--- src/rtl/mem_port_arbiter_if.sv ---
// Bundle of fetch, data-memory and memory-macro signals around mem_port_arbiter.
// The arbiter takes the slave view; requesters and the memory macro sit on the master side.
interface mem_port_arbiter_if #(
    parameter int unsigned XLEN = 32
);
    logic            if_req;
    logic [XLEN-1:0] if_addr;
    logic            if_gnt;
    logic            if_rvalid;
    logic [XLEN-1:0] if_rdata;

    logic            dm_req;
    logic [XLEN-1:0] dm_addr;
    logic [XLEN-1:0] dm_wdata;
    logic [3:0]      dm_we;
    logic            dm_gnt;
    logic            dm_rvalid;
    logic [XLEN-1:0] dm_rdata;

    logic            mem_en;
    logic [XLEN-1:0] mem_addr;
    logic [XLEN-1:0] mem_wdata;
    logic [3:0]      mem_we;
    logic [XLEN-1:0] mem_rdata;

    modport slave (
        input  if_req, if_addr, dm_req, dm_addr, dm_wdata, dm_we, mem_rdata,
        output if_gnt, if_rvalid, if_rdata, dm_gnt, dm_rvalid, dm_rdata,
        output mem_en, mem_addr, mem_wdata, mem_we
    );

    modport master (
        output if_req, if_addr, dm_req, dm_addr, dm_wdata, dm_we, mem_rdata,
        input  if_gnt, if_rvalid, if_rdata, dm_gnt, dm_rvalid, dm_rdata,
        input  mem_en, mem_addr, mem_wdata, mem_we
    );
endinterface

--- src/rtl/mem_port_arbiter.sv ---
// Shares one fixed-latency synchronous memory port between instruction fetch and data memory.
// Define ARB_FAIR_EN to force a fetch grant after MAX_STREAK contested data grants.
module mem_port_arbiter #(
    parameter int unsigned XLEN        = 32,
    parameter int unsigned MEM_LATENCY = 1
`ifdef ARB_FAIR_EN
    ,
    parameter int unsigned MAX_STREAK  = 4
`endif
) (
    input logic               clk,
    input logic               reset,
    mem_port_arbiter_if.slave bus
);

    localparam int unsigned CntW = $clog2(MEM_LATENCY + 1);

    typedef enum logic {StIdle, StBusy} state_e;
    typedef enum logic {OwnIf, OwnDm}   owner_e;

    state_e          state_q, state_d;
    owner_e          owner_q, owner_d;
    logic            store_q, store_d;
    logic [CntW-1:0] cnt_q, cnt_d;
    logic [XLEN-1:0] addr_q, addr_d;
    logic [XLEN-1:0] wdata_q, wdata_d;

    logic resp, can_grant, force_if, gnt_if, gnt_dm;

`ifdef ARB_FAIR_EN
    localparam int unsigned StreakW = $clog2(MAX_STREAK + 1);
    logic [StreakW-1:0] streak_q, streak_d;
`endif

    always_comb begin
        state_d = state_q;
        owner_d = owner_q;
        store_d = store_q;
        cnt_d   = cnt_q;
        addr_d  = addr_q;
        wdata_d = wdata_q;

        // Outputs are forced quiet while reset is high, even before the registers clear.
        resp      = !reset && (state_q == StBusy) && (cnt_q == CntW'(1));
        can_grant = !reset && ((state_q == StIdle) || resp);

        force_if = 1'b0;
`ifdef ARB_FAIR_EN
        force_if = (streak_q == StreakW'(MAX_STREAK)) && bus.if_req && bus.dm_req;
`endif
        gnt_dm = can_grant && bus.dm_req && !force_if;
        gnt_if = can_grant && bus.if_req && !gnt_dm;

        if (state_q == StBusy) begin
            cnt_d = cnt_q - CntW'(1);
            if (resp) state_d = StIdle;
        end

        if (gnt_dm || gnt_if) begin
            state_d = StBusy;
            owner_d = gnt_dm ? OwnDm : OwnIf;
            store_d = gnt_dm && (bus.dm_we != 4'b0000);
            cnt_d   = CntW'(MEM_LATENCY);
            addr_d  = gnt_dm ? bus.dm_addr : bus.if_addr;
            // Fetch has no write data, so mem_wdata keeps its previous value.
            if (gnt_dm) wdata_d = bus.dm_wdata;
        end

`ifdef ARB_FAIR_EN
        streak_d = streak_q;
        if (gnt_if) begin
            streak_d = '0;
        end else if (gnt_dm) begin
            streak_d = bus.if_req ? streak_q + StreakW'(1) : '0;
        end
`endif

        bus.if_gnt    = gnt_if;
        bus.dm_gnt    = gnt_dm;
        bus.mem_en    = gnt_if || gnt_dm;
        bus.mem_we    = gnt_dm ? bus.dm_we : 4'b0000;
        bus.mem_addr  = reset ? '0 : addr_d;
        bus.mem_wdata = reset ? '0 : wdata_d;

        bus.if_rvalid = resp && (owner_q == OwnIf);
        bus.dm_rvalid = resp && (owner_q == OwnDm);
        bus.if_rdata  = bus.if_rvalid ? bus.mem_rdata : '0;
        bus.dm_rdata  = (bus.dm_rvalid && !store_q) ? bus.mem_rdata : '0;
    end

    always_ff @(posedge clk) begin
        if (reset) begin
            state_q  <= StIdle;
            owner_q  <= OwnIf;
            store_q  <= 1'b0;
            cnt_q    <= '0;
            addr_q   <= '0;
            wdata_q  <= '0;
`ifdef ARB_FAIR_EN
            streak_q <= '0;
`endif
        end else begin
            state_q  <= state_d;
            owner_q  <= owner_d;
            store_q  <= store_d;
            cnt_q    <= cnt_d;
            addr_q   <= addr_d;
            wdata_q  <= wdata_d;
`ifdef ARB_FAIR_EN
            streak_q <= streak_d;
`endif
        end
    end

endmodule

--- src/flat_wrapper.sv ---
// flat-port wrapper written by rule: the top's interface ports become plain ports
module mem_port_arbiter_flat 
#(
    parameter int unsigned XLEN        = 32,
    parameter int unsigned MEM_LATENCY = 1

)
  (clk, reset, bus_if_req, bus_if_addr, bus_dm_req, bus_dm_addr, bus_dm_wdata, bus_dm_we, bus_mem_rdata, bus_if_gnt, bus_if_rvalid, bus_if_rdata, bus_dm_gnt, bus_dm_rvalid, bus_dm_rdata, bus_mem_en, bus_mem_addr, bus_mem_wdata, bus_mem_we);
  mem_port_arbiter_if #(.XLEN(XLEN)) bus_i ();
  input logic clk;
  input logic reset;
  input wire logic [$bits(bus_i.if_req)-1:0] bus_if_req;
  input wire logic [$bits(bus_i.if_addr)-1:0] bus_if_addr;
  input wire logic [$bits(bus_i.dm_req)-1:0] bus_dm_req;
  input wire logic [$bits(bus_i.dm_addr)-1:0] bus_dm_addr;
  input wire logic [$bits(bus_i.dm_wdata)-1:0] bus_dm_wdata;
  input wire logic [$bits(bus_i.dm_we)-1:0] bus_dm_we;
  input wire logic [$bits(bus_i.mem_rdata)-1:0] bus_mem_rdata;
  output wire logic [$bits(bus_i.if_gnt)-1:0] bus_if_gnt;
  output wire logic [$bits(bus_i.if_rvalid)-1:0] bus_if_rvalid;
  output wire logic [$bits(bus_i.if_rdata)-1:0] bus_if_rdata;
  output wire logic [$bits(bus_i.dm_gnt)-1:0] bus_dm_gnt;
  output wire logic [$bits(bus_i.dm_rvalid)-1:0] bus_dm_rvalid;
  output wire logic [$bits(bus_i.dm_rdata)-1:0] bus_dm_rdata;
  output wire logic [$bits(bus_i.mem_en)-1:0] bus_mem_en;
  output wire logic [$bits(bus_i.mem_addr)-1:0] bus_mem_addr;
  output wire logic [$bits(bus_i.mem_wdata)-1:0] bus_mem_wdata;
  output wire logic [$bits(bus_i.mem_we)-1:0] bus_mem_we;
  assign bus_i.if_req = bus_if_req;
  assign bus_i.if_addr = bus_if_addr;
  assign bus_i.dm_req = bus_dm_req;
  assign bus_i.dm_addr = bus_dm_addr;
  assign bus_i.dm_wdata = bus_dm_wdata;
  assign bus_i.dm_we = bus_dm_we;
  assign bus_i.mem_rdata = bus_mem_rdata;
  assign bus_if_gnt = bus_i.if_gnt;
  assign bus_if_rvalid = bus_i.if_rvalid;
  assign bus_if_rdata = bus_i.if_rdata;
  assign bus_dm_gnt = bus_i.dm_gnt;
  assign bus_dm_rvalid = bus_i.dm_rvalid;
  assign bus_dm_rdata = bus_i.dm_rdata;
  assign bus_mem_en = bus_i.mem_en;
  assign bus_mem_addr = bus_i.mem_addr;
  assign bus_mem_wdata = bus_i.mem_wdata;
  assign bus_mem_we = bus_i.mem_we;
  mem_port_arbiter #(.XLEN(XLEN), .MEM_LATENCY(MEM_LATENCY)) u_core (.clk(clk), .reset(reset), .bus(bus_i));
endmodule
--- config.mk ---
export PLATFORM = sky130hd
export DESIGN_NAME = mem_port_arbiter_flat
export DESIGN_NICKNAME = d
export VERILOG_FILES = /design/src/rtl/mem_port_arbiter_if.sv /design/src/rtl/mem_port_arbiter.sv /design/src/flat_wrapper.sv
export SDC_FILE = /design/constraint.sdc
export NUM_CORES = 1
export LEC_CHECK = 0
export ABC_AREA = 0
export ABC_CLOCK_PERIOD_IN_PS = 1500
export CORE_ASPECT_RATIO = 1.25
export CORE_MARGIN = 3
export CORE_UTILIZATION = 31
export CTS_BUF_LIST = sky130_fd_sc_hd__clkbuf_8
export DETAILED_ROUTE_END_ITERATION = 7
export PLACE_DENSITY = 0.8
export SLEW_MARGIN = 25
export SYNTH_ARGS = -nofsm -noshare
export SYNTH_HDL_FRONTEND = slang
export SYNTH_SLANG_ARGS = --single-unit
--- constraint.sdc ---
create_clock -name clk -period 1.5 [get_ports clk]
set_input_delay 0.3 -clock clk [delete_from_list [all_inputs] [get_ports clk]]
set_output_delay 0.3 -clock clk [all_outputs]
set_load 0.02 [all_outputs]
# ---- After elaboration in Yosys (flattened, before gate mapping)
# Index checks and enable logic that the tools add are counted.
dict set report op_classes {
  muxes 15
  bitwise 2
  n_reduce_logical 17
  n_addsub 1
}
# op n
set op_table {}
lappend op_table {{32-bit two-way mux} 8}
lappend op_table {{1-bit logical AND} 10}
lappend op_table {{1-bit two-way mux} 6}
lappend op_table {{4-bit two-way mux} 1}
lappend op_table {{4-bit nonzero test} 1}
lappend op_table {{1-bit logical NOT} 3}
lappend op_table {{1-bit logical OR} 2}
lappend op_table {{1-bit NOT} 2}
lappend op_table {{2-bit nonzero test} 1}
lappend op_table {{1-bit subtractor (second input constant)} 1}
dict set report word_totals {
  inputBits 136
  ff_bits 68
  out_inout_bits 137
  elab_cells 41
}

# ---- Logic depth before layout (Yosys ltp)
dict set report logic_depth {
  depth_word 11
  ltp_mapped 6
  depth_no_buf 3
}

# ---- Worst setup path after synthesis
# Ideal clock, no wire load.
dict set report synth_timing {
  kind {input port to output port}
  start {input reset}
  end {output bus_mem_addr[30]}
  setup_slack_ps -284
  path_stages 4
  n_path_buf 3
  required_ps 1200
  arrival_ps 1484
  cell_sequence {buf_2 buf_2 buf_1 o32ai_1}
}
dict set report synth_between {
  elab_chain_len 11
  elab_cells_between_ends 13
  cone_classes {3 x mux; 10 x reduce/logical}
}
# element line_no
set synth_rtl {}
lappend synth_rtl {{start, declared} flat_wrapper.sv:11} ;# input logic reset;
lappend synth_rtl {{1-bit logical NOT} {mem_port_arbiter.sv:44, mem_port_arbiter.sv:45}}
lappend synth_rtl {{1-bit logical AND (2 in a row)} mem_port_arbiter.sv:44} ;# resp = !reset && (state_q == StBusy) && (cnt_q == CntW'(1));
lappend synth_rtl {{1-bit logical OR} mem_port_arbiter.sv:45} ;# can_grant = !reset && ((state_q == StIdle) || resp);
lappend synth_rtl {{1-bit logical AND} mem_port_arbiter.sv:45}
lappend synth_rtl {{1-bit logical AND} mem_port_arbiter.sv:51} ;# gnt_dm = can_grant && bus.dm_req && !force_if;
lappend synth_rtl {{1-bit logical NOT} mem_port_arbiter.sv:52} ;# gnt_if = can_grant && bus.if_req && !gnt_dm;
lappend synth_rtl {{1-bit logical AND} mem_port_arbiter.sv:52}
lappend synth_rtl {{1-bit logical OR} mem_port_arbiter.sv:59} ;# if (gnt_dm || gnt_if) begin
lappend synth_rtl {{32-bit two-way mux} mem_port_arbiter.sv:59}
lappend synth_rtl {{32-bit two-way mux (*)} mem_port_arbiter.sv:82} ;# bus.mem_addr = reset ? '0 : addr_d;
lappend synth_rtl {{end, declared} flat_wrapper.sv:26} ;# output wire logic [$bits(bus_i.mem_addr)-1:0] bus_mem_addr;
# Every way passes the cells marked *; elsewhere a longest branch is shown, timed or not.

# ---- Worst setup path in the final report
dict set report layout_timing {
  start {register u_core.cnt_q}
  end {output bus_mem_wdata[15]}
}
dict set report layout_between {
  elab_chain_len 9
  elab_cells_between_ends 11
  cone_classes {3 x mux; 8 x reduce/logical}
}
# element line_no
set layout_rtl {}
lappend layout_rtl {{start, declared} mem_port_arbiter.sv:24} ;# logic [CntW-1:0] cnt_q, cnt_d;
lappend layout_rtl {{start signal, assigned} mem_port_arbiter.sv:106} ;# cnt_q <= cnt_d;
lappend layout_rtl {{1-bit logical AND (*)} mem_port_arbiter.sv:44}
lappend layout_rtl {{1-bit logical OR (*)} mem_port_arbiter.sv:45}
lappend layout_rtl {{1-bit logical AND (*)} mem_port_arbiter.sv:45}
lappend layout_rtl {{1-bit logical AND} mem_port_arbiter.sv:51}
lappend layout_rtl {{1-bit logical NOT} mem_port_arbiter.sv:52}
lappend layout_rtl {{1-bit logical AND} mem_port_arbiter.sv:52}
lappend layout_rtl {{1-bit logical OR} mem_port_arbiter.sv:59}
lappend layout_rtl {{32-bit two-way mux (*)} mem_port_arbiter.sv:59}
lappend layout_rtl {{32-bit two-way mux (*)} mem_port_arbiter.sv:83} ;# bus.mem_wdata = reset ? '0 : wdata_d;
lappend layout_rtl {{end, declared} flat_wrapper.sv:27} ;# output wire logic [$bits(bus_i.mem_wdata)-1:0] bus_mem_wdata;
# Marks and branches as above.

==> metrics.csv <==
stage,metric,value,unit
finish,area_growth,125,%
placement,place.gp.congestion,0.864,
grt,grt_use_met3,6.88,%
worst_setup_path,worstReg2RegStart,u_core.cnt_q,
yosys,synth_edf_count,0,
sta,final-hold-violation-count,0,
grt,antenna_found_initial,0,
placement,place_inst,751,
power_and_ir_drop,vdd_drop_max,437,uV
flow_run,cap_violations,0,
clocking,root_buffer,clkbuf_8,
drt,dr.pass1.iters,4,
drt,wl_per_cell,19.5,um
sta,timing.final.ws_setup,-589,ps
clocking,cts_num_sinks,68,
power_and_ir_drop,clkPwrFrac,28.3,%
clocking,numCtsBuffers,9,
finish,layoutNonFillerInstCount,796,
worst_setup_path,r2r_cells,6,
worst_setup_path,cp.arrival,1790,ps
drt,ant_nets,0,
min_path,hold_depth,2,
drt,drt_iter0_markers,125,
grt,grt_pass1_wl,22000,um
sta,skew,9.37,ps
sta,fin_tns_setup,-65230,ps
sta,tightestPinTransition,337,ps
yosys,synth_area_per_cell,9.51,um2
yosys,ys_types,26,
power_and_ir_drop,netSwitchingPower,0.00158,W
drt,vias_per_cell,5.03,
worst_setup_path,rrSetupSlack,-10,ps
min_path,holdCritPathClass,in -> reg,
sta,rsz0062_at_grt,true,
grt,use_met2,43.4,%
floorplanning,ios,273,
yosys,synth_area,3370,um2
yosys,synthCells,354,
sta,holdWs,262,ps
yosys,yosysMostFrequentCell,dfxtp_1,
power_and_ir_drop,p_leak,3.61,nW
yosys,synth_top_area_cell,dfxtp_1,
yosys,ys_ff_latch,68,
placement,io_buffers,272,
floorplanning,core_area,10400,um2
grt,grt_max_degree,33,
yosys,synthTopCellsByCount,"dfxtp_1, and2_1, inv_1",
floorplanning,dieArea,12200,um2
grt,grt_overflow_total,0,
grt,grtUsageTotal,23.1,%
yosys,synthTopCellsByArea,"dfxtp_1, and2_1, o221a_2, nor2b_1, a31oi_1",
yosys,synth_top_area_share,40.4,%
grt,grt_pass1_vias,4235,
finish,antenna_cells,0,
clocking,clockBufferDepth,2,
drt,finalWirelength,15600,um
yosys,synth_warnings,0,
worst_setup_path,crit_required,1200,ps
worst_setup_path,startpoint_type,flip-flop,
clocking,clk_pin_slew_worst_paths,80,ps
min_path,hold_end,u_core.state_q,
clocking,cts_hold_buf,0,
floorplanning,start_util,32.5,%
power_and_ir_drop,powerDensity,707,nW/um2
grt,grt.met1_usage,23.2,%
yosys,syn_nets,490,
outcome,status,finished with violations,
yosys,ys_async_sr_fraction,0,%
yosys,synth_ff_type,dfxtp_1,
floorplanning,die_w,99.2,um
yosys,yosysSeqAreaShare,40.4,%
finish,final_layout_size_suffix_gt1_share,51.6,%
clocking,cts-htree-levels,3,
drt,vias,4005,
sta,finalSetupViolations,138,
clocking,insertion_delay,350,ps
power_and_ir_drop,p_int,0.00378,W
clocking,cts_tree,yes,
floorplanning,die_h,123,um
sta,maxSlewViolCount,0,
finish,fillers,700,
worst_setup_path,path_max_fanout,6,
worst_setup_path,r2r-end,u_core.wdata_q[8],
placement,dpl.hpwl,10600,um
min_path,hold_start,reset,
grt,top_usage_layer,met2,
outcome,violations,setup timing,
sta,min_period,2090,ps
worst_setup_path,end_kind,primary output,
sta,slew_headroom,77.5,%
drt,drc_errors,0,
floorplanning,row_count,41,
sta,max_freq,0.479,GHz
finish,layout.nets,798,
worst_setup_path,critPathKind,reg -> out,
power_and_ir_drop,swShare,29.5,%
power_and_ir_drop,combPwrFrac,34.4,%
sta,min_period_over_period,139,%
power_and_ir_drop,seqPwrFrac,37.3,%
[routing by layer]
metal	wire length (um)	share of wire (%)	vias up
met5	0	0	-
met4	554	3.6	0
met3	1350	8.7	40
met2	8400	54	226
met1	5250	34	1899
li1	-	-	1840
[sequential cells by signal, summed over array words and instances, names as in the netlist]
| name | count |
|---|---|
| u_core.store_q | 1 |
| u_core.addr_q | 32 |
| u_core.wdata_q | 32 |
| u_core.state_q | 1 |
| u_core.cnt_q | 1 |
| u_core.owner_q | 1 |
[cells by family (layout without fill, tap and decap cells)]
kind of cell	count (synthesis)	in the layout	synth area share [%]
and+or+nand+nor	116	116	21.4
muxes	32	32	11.8
AOI/OAI and AO/OA	69	69	17.5
DFF	68	68	40.4
buffers and inverters	69	382	8.88
[stage by stage]
step / total power [W] / area (um2) / utilization [%] / worst slack, ps
floorplan: 0.00281 / 3780 / - / -93.4
global placement: 0.00360 / 6720 / 64.9 / -1040
detailed placement: 0.00364 / 6720 / 64.9 / -1060
CTS: 0.00523 / 7040 / 68.0 / -622
global route: 0.00556 / 7580 / 73.2 / -652
finish: 0.00536 / 7580 / 73.2 / -589
[worst max path at each step]
stage	start	to	depth (start not counted)
global placement	bus_dm_req	bus_mem_wdata[3]	6
global route	u_core.cnt_q	bus_mem_wdata[26]	6
finish	u_core.cnt_q	bus_mem_wdata[15]	6
CTS	u_core.cnt_q	bus_mem_wdata[31]	5
floorplan	reset	bus_mem_addr[30]	4
detailed placement	bus_dm_req	bus_mem_wdata[3]	6
[final cells by class]
type | instances | area (um2) | share of cell area (%)
flip-flops and latches | 68 | 1370 | 18.1
clock inverters | 7 | 67.6 | 0.891
clock buffers | 9 | 124 | 1.63
inverters | 37 | 139 | 1.83
multi-input cells | 217 | 2230 | 29.4
repair buffers | 329 | 3490 | 46.0
well taps | 129 | 161 | 2.13
[critical path: stages (launching register included)]
cell and delay [ps]:
dfxtp_4 370, nand2b_4 140, nand3b_1 160, buf_6 180, clkbuf_16 160, mux2_4 310, buf_6 130
[power groups by stage]
stage                     logic [W]  registers, W  clock network [W]
after detailed placement    0.00160       0.00204                  0
after global routing        0.00194       0.00201            0.00161
after floorplan            0.000782       0.00203                  0
after CTS                   0.00169       0.00200            0.00154
final                       0.00184       0.00200            0.00152
after global placement      0.00157       0.00203                  0
[timing repair]
| action | CTS | global route |
|---|---|---|
| pin swaps | 2 | 5 |
| gates cloned | 5 | 4 |
| setup endpoints to repair | 137 | 137 |
| buffers inserted | 13 | 10 |
| resized for setup | 726 | 139 |
[placed cells by master (no fill, tap or decap), types with 2 or more instances in the layout]
master,n
buf_16,3
dfxtp_4,2
and2_4,29
nor2_1,4
clkinv_2,2
buf_6,127
buf_8,2
buf_12,6
o221a_4,30
nor2b_1,32
a31oi_1,31
clkbuf_8,9
buf_2,5
clkdlybuf4s50_1,132
dfxtp_1,66
and2_2,28
and2_1,7
a21oi_1,2
nor2_2,2
dlygate4sd2_1,2
clkbuf_16,4
inv_1,38
mux2_4,29
clkinvlp_4,2
mux2_2,3
nand2b_1,3
nor2b_4,2
buf_4,46
Power figures use the tool's default switching activity.
==> variant: new RTL, config.mk and constraints unchanged <==
`MEM_LATENCY` is set to 1 in 2 places; all go to 2.
--- a/src/rtl/mem_port_arbiter.sv
+++ b/src/rtl/mem_port_arbiter.sv
@@ -4,3 +4,3 @@
     parameter int unsigned XLEN        = 32,
-    parameter int unsigned MEM_LATENCY = 1
+    parameter int unsigned MEM_LATENCY = 2
 `ifdef ARB_FAIR_EN
--- a/src/flat_wrapper.sv
+++ b/src/flat_wrapper.sv
@@ -4,3 +4,3 @@
     parameter int unsigned XLEN        = 32,
-    parameter int unsigned MEM_LATENCY = 1
+    parameter int unsigned MEM_LATENCY = 2
 
Check against the original RTL: not equivalent (a bounded check fails within 4 cycles, from zero or initial values and one cycle with reset high).
==> variant against the unedited design <==
The run still ends with negative setup slack left. Synthesized area shrank 2.8%. Register-to-register slack got worse by 0.12 ns. Die area down 2.7%. Cell area is 9.3% higher. Largest power group unchanged. Count of clock-buffer cells in the layout stayed put. Sequential cell count rose by 1. Power increased by 4.2%. Wire length fell by 1.9%. Hold slack improved by 0.23 ns. Setup slack worse by 0.12 ns. Maximum frequency shrank 5.6%. Clock skew up 0.0025 ns.
==> variant: results (changes against the unedited design) <==
Setup path
  • Worst-path fanout max: 6 (unchanged)
  • Crit path to: bus_mem_wdata[28] (was bus_mem_wdata[15])
  • FF-to-FF End: u_core.addr_q[3] (was u_core.wdata_q[8])
  • Arrival time at the worst endpoint: 1.91 ns (was 1.79 ns)
  • Worst R2R Setup Slack: -0.13 ns (was -0.01 ns)
  • RR Startpoint: u_core.cnt_q[1] (was u_core.cnt_q)
  • Crit path max-delay cell type: dfxtp_2 (was dfxtp_4)
  • Worst Reg-to-Reg Cells: 8 (was 6)

Synth
  • Syn avg cell area: 10.17 um^2 (was 9.515 um^2)
  • Post-Syn Nets: 459 (was 490)
  • Top post-synthesis cells by area: dfxtp_1 (42%), and2_1 (13%), o2bb2ai_1 (8.6%) (was dfxtp_1 (40%), and2_1 (12%), o221a_2 (10%))
  • Top cells by count, synth: and2_1 (69), dfxtp_1 (69), a22oi_1 (32), o2bb2ai_1 (32), nor2b_1 (27) (was dfxtp_1 (68), and2_1 (64), inv_1 (37))
  • Sequential share of the synthesized area: 0.4220 (was 0.4042)

Place
  • Pre-CTS setup slack: -1.104 ns (was -1.058 ns)
  • Gpl congestion: 0.8463 (was 0.8641)
  • Post-Place Cell Area: 0.007207 mm^2 (was 0.006724 mm^2)
  • DP HPWL: 10350 um (was 10640 um)

STA
  • Worst-Margin Slew: 0.3714 ns (was 0.3374 ns)
  • Worst Skew: 0.01182 ns (was 0.009370 ns)
  • Final WS setup: -0.7137 ns (was -0.5893 ns)
  • Final Setup Violations: 156 (was 138)
  • Final setup TNS: -82.34 ns (was -65.23 ns)

GRT
  • Total GRT Usage: 0.2355 (was 0.2309)
  • Vias in the first global route: 4057 (was 4235)
  • Met2 Resource Use GR: 0.4553 (was 0.4340)
  • First-pass GRT wire length: 21940 um (was 22000 um)
  • Met3 GRT Util: 0.05003 (was 0.06879)

Outcome
  • Outcome: complete, but fails checks (unchanged)
  • Failing checks: negative setup slack (unchanged)

Layout
  • Fin cells: 786 (was 796)
  • Biggest regs: u_core.addr_q x32, u_core.wdata_q x32, u_core.cnt_q x2 (was u_core.addr_q x32, u_core.wdata_q x32)
  • Layout fillers: 580 (was 700)
  • Inserted Diodes: 0 (unchanged)
  • Fraction of layout cells with a size suffix above 1: 0.5738 (was 0.5157)

Detailed routing
  • Drt wl/cell: 19.41 um (was 19.54 um)
  • Met1 wire length: 5144 um (was 5254 um)
  • Iter 0 DRT Violations: 123 (was 125)
  • DR WL met3: 963 um (was 1346 um)
  • Vias: 3802 (was 4005)
  • Metal2 WL: 8714 um (was 8401 um)

Pwr
  • Cell leakage power: 0.003628 uW (was 0.003610 uW)
  • Max VDD drop: 0.7171 mV (was 0.4370 mV)

Min path
  • Worst hold-check path type: reg2reg (was in2reg)
[variant: how the worst min path moves through the flow]
stage	start	depth (start not counted)	to	slack, ns
4_1_cts	reset	3	u_core.state_q	0.48
3_3_place_gp	u_core.addr_q[31]	1	u_core.addr_q[31]	0.45
3_5_place_dp	u_core.addr_q[31]	1	u_core.addr_q[31]	0.46
6_report	u_core.owner_q	2	u_core.owner_q	0.50
5_1_grt	u_core.addr_q[31]	1	u_core.addr_q[31]	0.51
2_1_floorplan	u_core.store_q	1	u_core.store_q	0.43
[variant: final cells by class]
cell class | instances | area, um^2 | share of cell area
Clock buffer | 9 | 123.9 | 0.01495
Clock inverter | 7 | 91.34 | 0.01103
Inverter | 5 | 26.28 | 0.003172
Multi-Input combinational cell | 219 | 2625 | 0.3169
Sequential cell | 69 | 1384 | 0.1671
Tap cell | 129 | 161.4 | 0.01949
Timing Repair Buffer | 348 | 3871 | 0.4674
[variant: worst min-delay path, delay by kind of cell (launching register included)]
kind               cells  cell delay (ns)
AOI/OAI and AO/OA      2             0.13
DFF                    1             0.32
[variant: logic make-up (layout without fill, tap and decap cells)]
logic type / after synthesis / count (layout) / share of synthesized area
AND/OR/NAND/NOR: 114 / 114 / 0.2271
AO/OA/AOI/OAI: 70 / 70 / 0.1709
flip-flops: 69 / 69 / 0.4220
buffers and inverters: 34 / 369 / 0.06039
multiplexers: 33 / 33 / 0.1132
adder cells (fa/ha/maj): 1 / 1 / 0.003822
XOR/XNOR: 1 / 1 / 0.002676
[variant: timing repair]
action                     in CTS  in global routing
buffers inserted               28                 13
resized for setup             768                161
gates cloned                    7                  1
pin swaps                      28                 16
setup endpoints to repair     137                162
[variant: power by group]
group	leakage, uW	switching, uW	internal [uW]
logic	0.00294	781	1100
clock network	0.000114	724	930
registers	0.000569	77.1	1970
